File: src/rtl/cpu_run_ctrl_if.sv
// Board/CPU-side signal bundle for the run/step sequencer.
// The master side drives raw buttons, the mode switch and CPU state.
interface cpu_run_ctrl_if #(
    parameter int unsigned CNT_W = 16
);
    logic             btn_step;
    logic             btn_reset;
    logic             sw_mode;
    logic [3:0]       current_state;
    logic             cpu_en;
    logic             rst_out;
    logic             pause;
    logic             mode;
    logic             step_busy;
    logic [CNT_W-1:0] instr_count;

    modport master (
        output btn_step,
        output btn_reset,
        output sw_mode,
        output current_state,
        input  cpu_en,
        input  rst_out,
        input  pause,
        input  mode,
        input  step_busy,
        input  instr_count
    );

    modport slave (
        input  btn_step,
        input  btn_reset,
        input  sw_mode,
        input  current_state,
        output cpu_en,
        output rst_out,
        output pause,
        output mode,
        output step_busy,
        output instr_count
    );
endinterface

File: src/rtl/cpu_run_ctrl.sv
// Run/step sequencer: debounced board controls gate the CPU clock enable
// so the CPU free-runs or advances one instruction per step press.
module cpu_run_ctrl #(
    parameter int unsigned DB_CYCLES   = 1000000,
    parameter int unsigned RST_HOLD    = 16,
    parameter logic [3:0]  FETCH_STATE = 4'd0,
    parameter int unsigned CNT_W       = 16
) (
    input logic           clk,
    input logic           rst,
    cpu_run_ctrl_if.slave bus
);
    localparam int DB_W   = (DB_CYCLES > 1) ? $clog2(DB_CYCLES) : 1;
    localparam int HOLD_W = (RST_HOLD > 1) ? $clog2(RST_HOLD) : 1;
    localparam logic [DB_W-1:0]   DB_LAST   = DB_W'(DB_CYCLES - 1);
    localparam logic [HOLD_W-1:0] HOLD_INIT = HOLD_W'(RST_HOLD - 1);

    typedef enum logic [1:0] {
        S_RST,
        S_IDLE,
        S_RUN,
        S_STEP
    } state_t;

    // bit 0 = step button, bit 1 = reset button, bit 2 = mode switch
    logic [2:0]      w_raw;
    logic [2:0]      r_sync1;
    logic [2:0]      r_sync2;
    logic [2:0]      r_db;
    logic [2:0]      r_db_d;
    logic [DB_W-1:0] r_dbc [3];

    logic w_step_p;
    logic w_reset_p;
    logic w_mode;
    logic w_fetch;

    state_t            r_state;
    state_t            w_next;
    logic [HOLD_W-1:0] r_hold;
    logic [HOLD_W-1:0] w_hold_nxt;
    logic              r_left;
    logic              w_left_nxt;
    logic              w_en;
    logic              r_rst_out;
    logic              r_pause;
    logic              r_busy;
    logic [CNT_W-1:0]  r_cnt;

    assign w_raw = {bus.sw_mode, bus.btn_reset, bus.btn_step};

    always_ff @(posedge clk) begin
        if (rst) begin
            r_sync1 <= '0;
            r_sync2 <= '0;
            r_db_d  <= '0;
        end else begin
            r_sync1 <= w_raw;
            r_sync2 <= r_sync1;
            r_db_d  <= r_db;
        end
    end

    always_ff @(posedge clk) begin
        if (rst) begin
            r_db <= '0;
            for (int i = 0; i < 3; i++) begin
                r_dbc[i] <= '0;
            end
        end else begin
            for (int i = 0; i < 3; i++) begin
                if (r_sync2[i] == r_db[i]) begin
                    r_dbc[i] <= '0;
                end else if (r_dbc[i] == DB_LAST) begin
                    r_db[i]  <= r_sync2[i];
                    r_dbc[i] <= '0;
                end else begin
                    r_dbc[i] <= r_dbc[i] + 1'b1;
                end
            end
        end
    end

    assign w_step_p  = r_db[0] & ~r_db_d[0];
    assign w_reset_p = r_db[1] & ~r_db_d[1];
    assign w_mode    = r_db[2];
    assign w_fetch   = (bus.current_state == FETCH_STATE);

    always_comb begin
        w_next     = r_state;
        w_hold_nxt = r_hold;
        w_left_nxt = r_left;
        w_en       = 1'b0;
        unique case (r_state)
            S_RST: begin
                if (r_hold == '0) begin
                    w_next = w_mode ? S_RUN : S_IDLE;
                end else begin
                    w_hold_nxt = r_hold - 1'b1;
                end
            end
            S_IDLE: begin
                if (w_mode) begin
                    w_next = S_RUN;
                end else if (w_step_p) begin
                    w_next     = S_STEP;
                    w_left_nxt = 1'b0;
                end
            end
            S_RUN: begin
                // only stop on an instruction boundary
                if (!w_mode && w_fetch) begin
                    w_next = S_IDLE;
                end else begin
                    w_en = 1'b1;
                end
            end
            S_STEP: begin
                w_en = !r_left || !w_fetch;
                if (w_en) begin
                    w_left_nxt = 1'b1;
                end
                if (r_left && w_fetch) begin
                    w_next = S_IDLE;
                end
            end
            default: begin
                w_next = S_RST;
            end
        endcase
        if (w_reset_p) begin
            w_next     = S_RST;
            w_hold_nxt = HOLD_INIT;
        end
    end

    always_ff @(posedge clk) begin
        if (rst) begin
            r_state   <= S_RST;
            r_hold    <= HOLD_INIT;
            r_left    <= 1'b0;
            r_rst_out <= 1'b1;
            r_pause   <= 1'b1;
            r_busy    <= 1'b0;
        end else begin
            r_state   <= w_next;
            r_hold    <= w_hold_nxt;
            r_left    <= w_left_nxt;
            r_rst_out <= (w_next == S_RST);
            r_pause   <= (w_next != S_RUN);
            r_busy    <= (w_next == S_STEP);
        end
    end

    always_ff @(posedge clk) begin
        if (rst) begin
            r_cnt <= '0;
        end else if (w_reset_p) begin
            r_cnt <= '0;
        end else if (w_en && w_fetch) begin
            r_cnt <= r_cnt + 1'b1;
        end
    end

    assign bus.cpu_en      = w_en;
    assign bus.rst_out     = r_rst_out;
    assign bus.pause       = r_pause;
    assign bus.mode        = w_mode;
    assign bus.step_busy   = r_busy;
    assign bus.instr_count = r_cnt;
endmodule

File: src/flat_wrapper.sv
// flat-port wrapper written by rule: the top's interface ports become plain ports
module cpu_run_ctrl_flat 
#(
    parameter int unsigned DB_CYCLES   = 1000000,
    parameter int unsigned RST_HOLD    = 16,
    parameter logic [3:0]  FETCH_STATE = 4'd0,
    parameter int unsigned CNT_W       = 16
)
  (clk, rst, bus_btn_step, bus_btn_reset, bus_sw_mode, bus_current_state, bus_cpu_en, bus_rst_out, bus_pause, bus_mode, bus_step_busy, bus_instr_count);
  cpu_run_ctrl_if #(.CNT_W(CNT_W)) bus_i ();
  input logic clk;
  input logic rst;
  input wire logic [$bits(bus_i.btn_step)-1:0] bus_btn_step;
  input wire logic [$bits(bus_i.btn_reset)-1:0] bus_btn_reset;
  input wire logic [$bits(bus_i.sw_mode)-1:0] bus_sw_mode;
  input wire logic [$bits(bus_i.current_state)-1:0] bus_current_state;
  output wire logic [$bits(bus_i.cpu_en)-1:0] bus_cpu_en;
  output wire logic [$bits(bus_i.rst_out)-1:0] bus_rst_out;
  output wire logic [$bits(bus_i.pause)-1:0] bus_pause;
  output wire logic [$bits(bus_i.mode)-1:0] bus_mode;
  output wire logic [$bits(bus_i.step_busy)-1:0] bus_step_busy;
  output wire logic [$bits(bus_i.instr_count)-1:0] bus_instr_count;
  assign bus_i.btn_step = bus_btn_step;
  assign bus_i.btn_reset = bus_btn_reset;
  assign bus_i.sw_mode = bus_sw_mode;
  assign bus_i.current_state = bus_current_state;
  assign bus_cpu_en = bus_i.cpu_en;
  assign bus_rst_out = bus_i.rst_out;
  assign bus_pause = bus_i.pause;
  assign bus_mode = bus_i.mode;
  assign bus_step_busy = bus_i.step_busy;
  assign bus_instr_count = bus_i.instr_count;
  cpu_run_ctrl #(.DB_CYCLES(DB_CYCLES), .RST_HOLD(RST_HOLD), .FETCH_STATE(FETCH_STATE), .CNT_W(CNT_W)) u_core (.clk(clk), .rst(rst), .bus(bus_i));
endmodule
File: config.mk
export PLATFORM = sky130hd
export DESIGN_NAME = cpu_run_ctrl_flat
export DESIGN_NICKNAME = d
export VERILOG_FILES = /design/src/rtl/cpu_run_ctrl_if.sv /design/src/rtl/cpu_run_ctrl.sv /design/src/flat_wrapper.sv
export SDC_FILE = /design/constraint.sdc
export NUM_CORES = 1
export LEC_CHECK = 0
export CAP_MARGIN = 10
export CELL_PAD_IN_SITES_DETAIL_PLACEMENT = 1
export CELL_PAD_IN_SITES_GLOBAL_PLACEMENT = 1
export CORE_ASPECT_RATIO = 0.7
export CORE_MARGIN = 4
export CORE_UTILIZATION = 37
export CTS_CLUSTER_DIAMETER = 60
export DETAILED_ROUTE_END_ITERATION = 6
export GPL_ROUTABILITY_DRIVEN = 0
export HOLD_SLACK_MARGIN = 0.12
export PLACE_DENSITY_LB_ADDON = 0.1
export SLEW_MARGIN = 30
export SYNTH_ARGS = -nofsm -noshare
export SYNTH_HDL_FRONTEND = slang
export SYNTH_SLANG_ARGS = --single-unit
File: constraint.sdc
create_clock -name clk -period 2 [get_ports clk]
set_input_delay 0.5 -clock clk [delete_from_list [all_inputs] [get_ports clk]]
set_output_delay 0.5 -clock clk [all_outputs]
set_load 0.01 [all_outputs]
==> run_results.csv, run 1 <==
group,metric,value,unit
floorplanning,fp.dieH,104.6,um
timing,fin_crit_sh,106.0,%
clocking,ctsHtreeMaxLevel,3,
logic_synthesis,synth_ff_type,"edfxtp_1",
setup_path,path_class,"flop to flop",
setup_path,arrival,2220,ps
timing,timing.final.ws_setup,-120.4,ps
global_route,track_usage,15.97,%
finish,final_nets,671,
logic_synthesis,synth-compound-area-share,10.75,%
floorplanning,dieArea,15270,um^2
timing,post-route-min-period,2120,ps
timing,finalHoldViolCount,0,
place,place_ws,-745.2,ps
logic_synthesis,synth_edf_count,60,
logic_synthesis,synth_simple_gate_area_share,25.31,%
hold_path,min_from,"u_core.r_sync1[2]",
logic_synthesis,ys_seq_elements,97,
logic_synthesis,post_synth.cell_area_avg,9.907,um^2
logic_synthesis,synth-async-reset-ratio,0,%
setup_path,crit_family,"simple AND/OR/NAND/NOR gates",
finish,register_area,2542,um^2
clocking,cts_tree,"yes",
clocking,cts_buffers,9,
timing,finalSetupViolations,20,
place,numPortBuffers,29,
run,drv_cap,0,
floorplanning,fp.coreArea,12720,um^2
power_and_ir_drop,powerDensity,655.4,nW/um^2
finish,syn2layout_area_growth,31.37,%
logic_synthesis,synth_cell_types,49,
routing,antenna_left,0,
floorplanning,rows,34,
status,status,"finished, violations left",
clocking,cts_root_buf,"clkbuf_16",
setup_path,r2r_start,"u_core.r_dbc[1][11]",
setup_path,critPathLaunchType,"flop",
setup_path,cp_num_buf_inv,1,
global_route,grt_pass1_vias,4130,
timing,rsz0062_at_grt,"true",
finish,antenna_cells,0,
setup_path,slowest_delay,550,ps
clocking,clk_path_buf_depth,2,
hold_path,hold_class,"flop to flop",
routing,dr.pass1.iters,4,
logic_synthesis,synth_top_family_by_area,"simple AND/OR/NAND/NOR gates",
logic_synthesis,synthMuxAreaShare,0.2029,%
power_and_ir_drop,peakVddDrop,496.1,uV
finish,final_util,50.95,%
routing,wl_per_cell,14.38,um
logic_synthesis,yosys.area_share.xor_xnor,7.811,%
timing,worst_clock_skew,8.667,ps
floorplanning,io_pins,30,
logic_synthesis,yosys_warnings,0,
routing,wl,11.85,mm
clocking,clk_latency,340,ps
logic_synthesis,yosysSeqAreaShare,51.53,%
global_route,gr-total-overflow,0,
place,hpwl,8.849,mm
power_and_ir_drop,p_leak,0.002339,uW
logic_synthesis,synthAdderAreaFrac,1.268,%
setup_path,crit_path_max_fanout,19,
routing,drc,0,
setup_path,cp_slowest_cell,"or4_4",
routing,drt_iter0_markers,197,
routing,via_per_inst,4.998,
timing,slew_headroom,64.96,%
setup_path,startpoint,"u_core.r_dbc[1][11]",
global_route,grt_max_degree,21,
status,failed_checks,"setup timing",
finish,drive_gt1_share,17.67,%
finish,final_cells,824,
setup_path,crit_chain,"or4bb_1, or4_4, o21ai_4, buf_12, nor2_1",
logic_synthesis,syn_area,4933,um^2
floorplanning,die_w,146.0,um
setup_path,required,2100,ps
place,dp.cells,805,
timing,worstMarginPinSlew,524.5,ps
floorplanning,initial_utilization,38.79,%
finish,fillers,1477,
logic_synthesis,synth_cells,498,
global_route,grt_pass1_wl,20.04,mm
global_route,antenna_found_initial,0,
finish,multiInputGateArea,2504,um^2
clocking,cts_sinks,97,
clocking,path_clk_slew,70,ps
timing,slew_viol_final,0,
setup_path,endpoint_kind,"flop",
routing,vias,4118,
timing,clock.fmax,471.6,MHz
## sequential cells by signal, indices dropped and copies added (netlist names), 2 cells and up
name	count
u_core.r_dbc	60
u_core.bus.instr_count	16
u_core.r_hold	4
u_core.r_db	3
u_core.r_sync1	3
u_core.r_sync2	3
u_core.r_db_d	2
u_core.r_state	2
## cell families (layout without fill, tap and decap cells)
group | after synthesis | count (layout)
xor+xnor | 44 | 44
fa+ha+maj | 5 | 5
other cells | 1 | 60
buf+inv | 36 | 141
compound gates | 86 | 86
flops | 97 | 97
mux | 1 | 1
simple gates | 228 | 228
## area by class of cell
type | instances | share of cell area (%)
clock buffer | 11 | 3.745
clock inverter | 5 | 0.8494
inverter | 22 | 1.274
multi-input combinational | 424 | 38.63
sequential | 97 | 39.23
tap | 162 | 3.127
timing repair buffer | 103 | 13.15
## cell usage in the layout, fill, tap and decap left out, drive strengths merged, types with 4 or more instances in the layout
cell           Yosys  routed
a21oi             33      33
and3               5       5
and4               5       5
buf                2      76
clkbuf            12      14
clkdlybuf4s50      0      24
conb               1      60
dfxtp             37      37
edfxtp            60      60
ha                 5       5
inv               22      23
nand2             28      28
nand3             30      30
nand4             14      14
nor2              55      55
nor2b             12      12
nor3              16      16
nor4               9       9
o2111ai            4       4
o211ai             4       4
o21ai             25      25
o31ai              7       7
or3               22      22
or4               14      14
xnor2             30      30
xor2              14      14
## through the flow
step	setup TNS (ps)	power (uW)	hold slack (ps)	area [um^2]
after floorplan	-1619	2402	413.8	5166
after global placement	-6210	2515	418.1	6150
after detailed placement	-8247	2528	427.0	6150
after CTS	-2368	4303	442.6	6465
after global routing	-3997	4437	461.7	6481
final	-2160	4248	443.7	6481
## synthesized netlist by cell type, types with 3 or more instances
library cell	n	area share (%)
dfxtp_1	37	15
or3b_2	3	0.53
ha_1	5	1.3
clkbuf_1	12	0.91
a21oi_1	33	3.3
and3_1	4	0.51
nand4_1	14	1.8
nand2_1	28	2.1
and2_1	3	0.38
nor3_1	16	1.6
o211ai_1	4	0.61
xnor2_1	30	5.3
o31ai_1	7	1.1
nor3b_1	3	0.46
o2111ai_1	4	0.71
or4_1	13	2.0
edfxtp_1	60	37
or3_1	22	2.8
and4_1	5	0.89
nor4bb_1	3	0.61
inv_1	22	1.7
nor4_1	8	1.0
nor2b_1	12	1.5
xor2_1	14	2.5
o21ai_0	23	2.3
nand3_1	28	2.8
nor2_1	55	4.2
## power by group
| part | internal (uW) | switching [uW] | total [uW] |
|---|---|---|---|
| clock | 1000 | 756 | 1760 |
| sequential | 2180 | 49.7 | 2230 |
| combinational | 121 | 133 | 255 |
| total | 3310 | 939 | 4250 |
## final timing paths
path                        end  slack (ps)  cells past startpoint
max          u_core.r_dbc[1][5]        -120                      5
min           u_core.r_sync2[2]         440                      1
max reg2reg  u_core.r_dbc[1][5]        -120                      5
min reg2reg   u_core.r_sync2[2]         440                      1
## routing by layer
metal	vias up	wire length (um)	GRT usage (%)
met2	37	5534	26.14
met5	-	0	0
met4	0	125	4.832
met1	1976	5909	21.49
met3	9	282	3.375
li1	2096	-	-
## what timing repair did
item                                    4_1_cts  5_1_grt
setup buffers                                 1        2
hold buffers                                  0        0
endpoints found under the setup margin       28       28
gates resized for setup                      15       10
pin swaps                                     3        9
endpoints found under the hold margin         0        0
(Power assumes the default switching activity.)
==> inputs of run 2 (changes only) <==
CORE_MARGIN = 5   (was 4)
==> run 2 against run 1 <==
Effect of this change: non-clock buffer count increased by 1; worst setup slack got worse by 32 ps; final cell count increased by 0.61%; worst hold slack improved by 0.88 ps; the flow still finishes with violations (setup timing); routed wire length increased by 2.2%; critical path depth unchanged; die area increased by 3.3%.
==> run_results.csv, run 2 (synthesis gave the netlist of run 1 again) <==
group,metric,value,unit
finish,final_cells,829,
routing,drt_iter0_markers,119,
setup_path,r2r_start,"u_core.r_dbc[1][11]",
finish,fillers,1508,
setup_path,r2r_end,"u_core.r_dbc[1][11]",
timing,timing.final.ws_setup,-152.5,ps
floorplanning,rows,35,
routing,wl,12.12,mm
finish,mostFrequentLayoutCell,"buf_4",
timing,worst_clock_skew,9.565,ps
setup_path,critPathLaunchType,"flop",
timing,finalHoldViolCount,0,
global_route,antenna_found_initial,0,
floorplanning,dieArea,15780,um^2
setup_path,cp_slowest_cell,"or4_4",
setup_path,ff2ff_setup_slack,-150,ps
clocking,clk_path_buf_depth,2,
setup_path,crit_chain,"or4bb_1, or4_4, o21ai_4, buf_12, nor2_1",
place,hpwl,9.312,mm
setup_path,slowest_delay,550,ps
global_route,grt_pass1_wl,20.80,mm
finish,final_nets,672,
status,failed_checks,"setup timing",
global_route,gr-total-overflow,0,
clocking,path_clk_slew,70,ps
timing,post-route-min-period,2153,ps
clocking,cts_root_buf,"clkbuf_16",
clocking,cts_sinks,97,
setup_path,arrival,2250,ps
clocking,clk_latency,350,ps
floorplanning,die_w,148.0,um
hold_path,hold_class,"flop to flop",
finish,antenna_cells,0,
global_route,grt_pass1_vias,4341,
place,dp.cells,812,
setup_path,endpoint_kind,"flop",
timing,fin_crit_sh,107.6,%
setup_path,required,2100,ps
routing,dr.pass1.iters,4,
run,drv_cap,0,
routing,via_per_inst,5.013,
routing,drc,0,
hold_path,min_from,"u_core.r_sync1[1]",
finish,final_cell_mix,"buf_4 (74), edfxtp_1 (60), conb_1 (60)",
setup_path,path_class,"flop to flop",
routing,wl_per_cell,14.61,um
floorplanning,initial_utilization,37.68,%
hold_path,holdPathEnd,"u_core.r_sync2[1]",
clocking,ctsHtreeMaxLevel,3,
floorplanning,fp.dieH,106.6,um
finish,largest_reg_flops,60,
finish,syn2layout_area_growth,32.64,%
timing,worstMarginPinSlew,570.8,ps
status,status,"finished, violations left",
timing,finalSetupViolations,20,
finish,final_util,49.98,%
clocking,cts_buffers,9,
setup_path,rr_worst_depth,5,
clocking,ctsHoldBuffers,0,
routing,antenna_left,0,
setup_path,crit_path_max_fanout,19,
finish,drive_gt1_share,18.10,%
power_and_ir_drop,peakVddDrop,462.2,uV
clocking,cts_tree,"yes",
finish,regMostFlops,"u_core.r_dbc",
hold_path,whs_path_depth,1,
timing,rsz0062_at_grt,"true",
timing,slew_headroom,61.87,%
routing,vias,4156,
global_route,grt_max_degree,20,
place,numPortBuffers,29,
floorplanning,io_pins,30,
global_route,track_usage,16.03,%
power_and_ir_drop,powerDensity,677.5,nW/um^2
floorplanning,fp.coreArea,13090,um^2
power_and_ir_drop,p_leak,0.002360,uW
timing,slew_viol_final,0,
timing,clock.fmax,464.6,MHz
==> run 2: cell count changes in the layout (fill, tap and decap cells not counted) <==
cell	before	now
inv_4	1	0
clkbuf_16	9	12
a21oi_4	0	1
clkbuf_1	1	0
clkinv_4	1	0
a21oi_1	32	31
bufinv_16	1	0
clkbuf_8	1	3
clkinv_2	2	0
clkinvlp_4	0	1
buf_4	72	74
buf_12	2	1
==> run 2: routing by layer <==
metal	global-route usage, %	vias to the layer above	part of all wire, %
met5	0	-	0
met4	3.757	0	1.1
met3	3.971	14	3.0
met2	26.28	43	45
met1	21.51	2006	50
li1	-	2093	-
==> run 2: power by group <==
part	internal, uW	leakage, uW	switching, uW
Sequential	2180	0.000919	50.1
Clock	1180	0.000170	763
Combinational	123	0.00127	138
==> run 2: layout make-up <==
class | count | area [um^2] | share of cell area [%]
sequential | 97 | 2542 | 38.85
clock inverter | 1 | 7.507 | 0.1147
multi-input combinational | 424 | 2515 | 38.43
clock buffer | 15 | 341.6 | 5.220
tap | 166 | 207.7 | 3.174
inverter | 22 | 82.58 | 1.262
timing repair buffer | 104 | 847.1 | 12.94
==> run 2: worst max-delay path by stage <==
stage	startpoint	endpoint	slack, ps
2_1_floorplan	u_core.r_dbc[1][11]	u_core.r_dbc[1][12]	-150
3_3_place_gp	bus_current_state[1]	bus_cpu_en	-680
3_5_place_dp	bus_current_state[1]	bus_cpu_en	-730
4_1_cts	u_core.r_dbc[1][11]	u_core.r_dbc[1][11]	-160
5_1_grt	u_core.r_dbc[1][11]	u_core.r_dbc[1][0]	-230
6_report	u_core.r_dbc[1][11]	u_core.r_dbc[1][11]	-150
==> run 2: timing repair <==
item                       in CTS  in global routing
pin swaps                       2                  5
buffers inserted                0                  1
gates resized for setup        12                 15
cloned                          0                  0
setup endpoints to repair      26                 28
==> run 2: stage by stage <==
stage | power [uW] | setup TNS [ps] | hold slack, ps | worst slack [ps] | instance area, um^2
floorplan | 2402 | -1619 | 413.8 | -147.6 | 5166
global placement | 2517 | -7181 | 420.6 | -682.1 | 6165
detailed placement | 2534 | -8709 | 427.2 | -729.7 | 6165
CTS | 4475 | -3147 | 444.2 | -162.2 | 6520
global route | 4617 | -4316 | 458.1 | -231.6 | 6544
finish | 4433 | -2846 | 444.5 | -152.5 | 6544
==> run 2: worst max-delay path: cells and delay by family, from the launching register on <==
family,cells,cell delay [ps]
buffers and inverters,1,170
AND/OR/NAND/NOR,3,1120
AO/OA/AOI/OAI,1,180
flip-flops,1,430
